`src/rtl/scv_bus_waitgen.sv`:
```
// scv_bus_waitgen
//   Address decoder and programmable wait-state generator for the uPD7800
//   external bus. Decodes the CPU address into NREG chip-select regions,
//   muxes the selected region's read data onto db_i, and holds waitb low
//   for a per-region number of CP1 periods at the start of each access.
//
// Ports
//   clk          system clock
//   res          asynchronous reset, active-high
//   cp1_posedge  CP1 rising-edge enable; the FSM only advances when set
//   a            CPU address
//   rdb, wrb     CPU read / write strobes, active-low
//   region_base  region n base address in [n*AW +: AW]
//   region_mask  region n compare mask (1 = bit is compared)
//   region_wait  region n wait count in [n*WCW +: WCW]
//   rdata        region n read data in [n*DW +: DW]
//   ncs          active-low chip selects (one-hot-low or all ones)
//   db_i         read data to the CPU (all ones when not driven by a region)
//   waitb        active-low wait to the CPU
//   bus_err      one-clk pulse when an access hits no region
//   busy         high while the FSM is inserting wait states
module scv_bus_waitgen #(
  parameter int NREG = 4,
  parameter int AW   = 16,
  parameter int DW   = 8,
  parameter int WCW  = 3
) (
  input  logic                clk,
  input  logic                res,
  input  logic                cp1_posedge,
  input  logic [AW-1:0]       a,
  input  logic                rdb,
  input  logic                wrb,
  input  logic [NREG*AW-1:0]  region_base,
  input  logic [NREG*AW-1:0]  region_mask,
  input  logic [NREG*WCW-1:0] region_wait,
  input  logic [NREG*DW-1:0]  rdata,
  output logic [NREG-1:0]     ncs,
  output logic [DW-1:0]       db_i,
  output logic                waitb,
  output logic                bus_err,
  output logic                busy
);

  localparam int IW = (NREG > 1) ? $clog2(NREG) : 1;

  typedef enum logic [1:0] {
    ST_IDLE  = 2'd0,
    ST_WAIT  = 2'd1,
    ST_READY = 2'd2
  } state_t;

  logic [NREG-1:0] hit;
  logic [NREG-1:0] sel_oh;
  logic [IW-1:0]   sel_idx;
  logic            any_hit;
  logic [WCW-1:0]  sel_wait;
  logic [DW-1:0]   sel_data;
  logic            active;

  state_t          state_reg;
  logic [WCW-1:0]  cnt_reg;
  logic            waitb_reg;
  logic            busy_reg;
  logic            bus_err_reg;

  // Per-region address compare.
  genvar gi;
  generate
    for (gi = 0; gi < NREG; gi++) begin : g_hit
      assign hit[gi] = ((a & region_mask[gi*AW +: AW]) ==
                        (region_base[gi*AW +: AW] & region_mask[gi*AW +: AW]));
    end
  endgenerate

  // Priority encode: scanning from the top down lets the lowest hitting
  // index overwrite any higher one.
  always_comb begin
    sel_idx = '0;
    any_hit = 1'b0;
    for (int i = NREG - 1; i >= 0; i--) begin
      if (hit[i]) begin
        sel_idx = IW'(i);
        any_hit = 1'b1;
      end
    end
  end

  generate
    for (gi = 0; gi < NREG; gi++) begin : g_sel
      assign sel_oh[gi] = any_hit && (sel_idx == IW'(gi));
    end
  endgenerate

  assign sel_wait = region_wait[sel_idx*WCW +: WCW];
  assign sel_data = rdata[sel_idx*DW +: DW];
  assign active   = ~rdb | ~wrb;

  assign ncs  = ~sel_oh;
  // Data only passes once the wait phase is over; otherwise float high.
  assign db_i = (waitb_reg && any_hit) ? sel_data : {DW{1'b1}};

  always_ff @(posedge clk or posedge res) begin
    if (res) begin
      state_reg   <= ST_IDLE;
      cnt_reg     <= '0;
      waitb_reg   <= 1'b1;
      busy_reg    <= 1'b0;
      bus_err_reg <= 1'b0;
    end else begin
      // bus_err lasts exactly one clk, independent of the CP1 enable.
      bus_err_reg <= 1'b0;
      if (cp1_posedge) begin
        case (state_reg)
          ST_IDLE: begin
            if (active) begin
              if (!any_hit) begin
                bus_err_reg <= 1'b1;
                state_reg   <= ST_READY;
              end else if (sel_wait == '0) begin
                state_reg   <= ST_READY;
              end else begin
                // Wait count is captured here; later config changes are ignored.
                cnt_reg     <= sel_wait;
                waitb_reg   <= 1'b0;
                busy_reg    <= 1'b1;
                state_reg   <= ST_WAIT;
              end
            end
          end
          ST_WAIT: begin
            if (!active) begin
              // Strobe dropped mid-wait: abort straight back to idle.
              waitb_reg <= 1'b1;
              busy_reg  <= 1'b0;
              state_reg <= ST_IDLE;
            end else begin
              cnt_reg <= cnt_reg - WCW'(1);
              if (cnt_reg == WCW'(1)) begin
                waitb_reg <= 1'b1;
                busy_reg  <= 1'b0;
                state_reg <= ST_READY;
              end
            end
          end
          ST_READY: begin
            // A strobe held low keeps us here, so no second wait is inserted.
            if (!active) begin
              state_reg <= ST_IDLE;
            end
          end
          default: begin
            state_reg <= ST_IDLE;
          end
        endcase
      end
    end
  end

  assign waitb   = waitb_reg;
  assign busy    = busy_reg;
  assign bus_err = bus_err_reg;

endmodule

```
`config.mk`:
```
export PLATFORM = sky130hd
export DESIGN_NAME = scv_bus_waitgen
export DESIGN_NICKNAME = d
export VERILOG_FILES = /design/src/rtl/scv_bus_waitgen.sv
export SDC_FILE = /design/constraint.sdc
export NUM_CORES = 1
export LEC_CHECK = 0
export BUFFER_PORTS_ARGS = -buffer_cell sky130_fd_sc_hd__buf_2
export CAP_MARGIN = 40
export CORE_MARGIN = 10
export CORE_UTILIZATION = 32
export DETAILED_ROUTE_END_ITERATION = 8
export HOLD_SLACK_MARGIN = 0.02
export PLACE_DENSITY = 0.84
export RECOVER_POWER = 50
export SLEW_MARGIN = 25
export SYNTH_ARGS = -nofsm -noshare
export SYNTH_HDL_FRONTEND = slang
export SYNTH_SLANG_ARGS = --single-unit
```
`constraint.sdc`:
```
create_clock -name clk -period 2.12 [get_ports clk]
set_input_delay 0.212 -clock clk [delete_from_list [all_inputs] [get_ports clk]]
set_output_delay 0.212 -clock clk [all_outputs]
set_load 0.03 [all_outputs]
```
==> flow_summary.toml <==
[pwr]
combPwrFrac_pct = 64.4
leakagePower_nw = 1.81
netSwitchingFraction_pct = 40.0
clkPwrFrac_pct = 16.7
power.switching_uw = 486
intPower_uw = 729
worst_ir_drop_vdd_mv = 0.517
p_per_area_nw_per_um2 = 334
seq_power_share_pct = 18.9

[synthesis]
synth_top_area_share_pct = 29.6
synth.most_common_cell = "xor2_1"
synth_edf_count = 0
syn_nets = 407
synth_common_cells = "xor2_1 (64), a22oi_1 (17), a22oi_2 (15)"
synth_cell_types = 48
synth_compound_area_share_pct = 33.4
ys_warn_count = 0
ys.flop_type = "dfrtp_1"
muxShareOfSynthArea_pct = 2.44
ys_seq_elements = 8
synth-simple-area-share_pct = 19.5
synth.avg_cell_area_sq_um = 8.94
syn_area_sq_um = 1890
synthXorXnorAreaFrac_pct = 29.6
synthArstFlopShare_pct = 100
synthTopCellsByArea = "xor2_1 (30%), a22oi_2 (9.9%), dfrtp_1 (9.2%), a22oi_1 (6.7%), a222oi_1 (4.8%)"
yosysTopAreaCell = "xor2_1"
syn-instance-count = 212
yosys.area_share.adder_pct = 1.32
synth_top_family_by_area = "compound AO/OA/AOI/OAI gates"
seq_area_frac_synth_pct = 10.6

[min_path]
worstHoldStart = "cp1_posedge"
hp-class = "in -> reg"

[placed_design]
dp.cells = 510
gp_congestion = 0.985
dp_hpwl_microns = 8890
port_buffers = 207
place_ws_ns = -0.474

[global_route]
met3_usage_pct = 5.89
overflow = 0
use_met2_pct = 40.1
grt_max_degree = 16
grt_pass1_vias = 3097
gr-usage-met1_pct = 20.8
grt.busiest_layer = "met2"
grt_pass1_wl_microns = 16100
grtUsageTotal_pct = 20.7
antenna_found_initial = 0

[worst_setup_path]
arrival_ns = 2.52
end_kind = "register"
crit_required_ns = 2.27
critPathMaxStageDelay_ns = 0.39
crit_path_start = "region_base[29]"
r2r_slack_ns = 0.52
crit_path_start_kind = "input port"
path_cells = "buf_8 > xor2_2 > a22oi_2 > nand4_4 > nor2_8 > buf_6 > mux2_4 > a222oi_1 > buf_4 > a31oi_4 > o21bai_4 > mux2i_1"
crit_fanout = 6
r2r_start = "state_reg[1]"
worstSetupPathType = "in -> reg"
crit_slowest_cell = "a222oi_1"

[floorplan]
placementRows = 27
ioPinCount = 208
die-area_sq_um = 9400
fp.coreArea_sq_um = 5640
die_w_microns = 96.9
initial_core_util_pct = 33.6
die_h_microns = 96.9

[cts]
clk_latency_ns = 0.23
numCtsBuffers = 3
numClockSinks = 8
cts_tree = "built"
cts_buffer_depth = 2
root_buffer = "clkbuf_8"
htreeDepth = 1
path_clk_slew_ns = 0.05

[timing]
maxSlewViolCount = 0
finalSetupViolations = 15
finClkSkew_ns = 0.00131
setup_tns_ns = -2.62
slew_headroom_pct = 65.2
tightest_slew_ns = 0.520
rsz0062_at_grt = "yes"
fin_crit_sh_pct = 111
hold_viol_final = 0
period_needed_ns = 2.36
fmax_mhz = 423
postLayoutSetupSlackWorst_ns = -0.244

[detailed_routing]
drc_errors = 0
vias = 2729
routedWlPerCell_microns = 20.4
routed_wl_microns = 10700
vias_per_cell = 5.21
ant_nets = 0
drtPass1Iterations = 7
drt-initial-drc-count = 119

[run]
drv_cap = 0

[layout]
finalNonFillerCells = 524
largest_reg_flops = 3
insertedDiodeCount = 0
fill_cells = 469
drive_above_1_share_pct = 65.3
nets = 648
multi_input_area_sq_um = 1760
regArea_sq_um = 201
area_delta_synth_final_pct = 92.1

[run_status]
status = "complete, but fails checks"
violations = "setup timing"
logic make-up after synthesis:
| group | Yosys count |
|---|---|
| AO/OA/AOI/OAI | 68 |
| multiplexers | 4 |
| buffers and inverters | 15 |
| adder cells (fa/ha/maj) | 2 |
| flip-flops | 8 |
| AND/OR/NAND/NOR | 51 |
| XOR/XNOR | 64 |
worst max-delay path: cells and delay by family:
kind,cells,cell delay (ns)
AOI/OAI and AO/OA,4,0.93
and+or+nand+nor,2,0.32
buffers and inverters,3,0.39
xor gates and xnor gates,1,0.17
muxes,2,0.49
worst paths after layout:
| kind | endpoint | depth (start not counted) |
|---|---|---|
| max in group asynchronous | waitb | 3 |
| min in group asynchronous | busy | 3 |
| setup / recovery | cnt_reg[1] | 12 |
| hold reg to reg | busy | 2 |
| hold / removal | state_reg[1] | 2 |
| setup reg to reg | cnt_reg[2] | 5 |
power groups by stage:
stage	Combinational [mW]	Clock (mW)	Sequential, mW
4_1_cts	0.764	0.205	0.228
5_1_grt	0.847	0.214	0.236
3_3_place_gp	0.680	0	0.226
6_report	0.782	0.203	0.230
2_1_floorplan	0.330	0	0.260
3_5_place_dp	0.700	0	0.226
layout by cell type (no fill, tap or decap), types with 2 or more instances in the layout:
cell      instances
a22oi_2          19
a21oi_1           2
nand4_1           2
a22o_1            2
xor2_2            7
a32o_1            2
mux2i_1           2
buf_6            30
dfrtp_1           7
nand4_2           4
nor3_1            7
nand2_1          12
nor2_4            3
o21ai_0           5
ha_1              2
nor2_1            2
a21oi_2           2
buf_8             3
nand3_1           8
inv_1            12
buf_4            25
a222oi_1          9
clkbuf_8          3
buf_2           179
a22oi_1          13
nand4_4           2
xor2_1           57
timing repair:
item | CTS | global route
pin swaps | 63 | 28
gates resized for setup | 73 | 14
buffers inserted | 9 | 2
hold buffers | 1 | 0
setup endpoints to repair | 16 | 16
hold endpoints to repair | 7 | 0
gates cloned | 1 | 0
cell type report:
class | instances | area share (%)
multi-input cells | 189 | 48.4
repair buffers | 239 | 41.1
flip-flops and latches | 8 | 5.53
well taps | 72 | 2.48
clock buffers | 4 | 1.24
inverters | 12 | 1.24
through the flow:
step	hold WS, ns	cell area (sq um)	total power [mW]	util [%]
6_report	0.263	3640	1.21	64.5
5_1_grt	0.280	3640	1.30	64.5
4_1_cts	0.247	3570	1.20	63.3
3_5_place_dp	0.172	3180	0.927	56.4
3_3_place_gp	0.164	3180	0.905	56.3
2_1_floorplan	0.0269	1890	0.590	-
routing by layer:
layer	wire, microns	up-vias
met5	0	-
met2	5850	143
met1	3730	1276
li1	-	1290
met4	267	0
met3	847	20
Power figures use the tool's default switching activity.
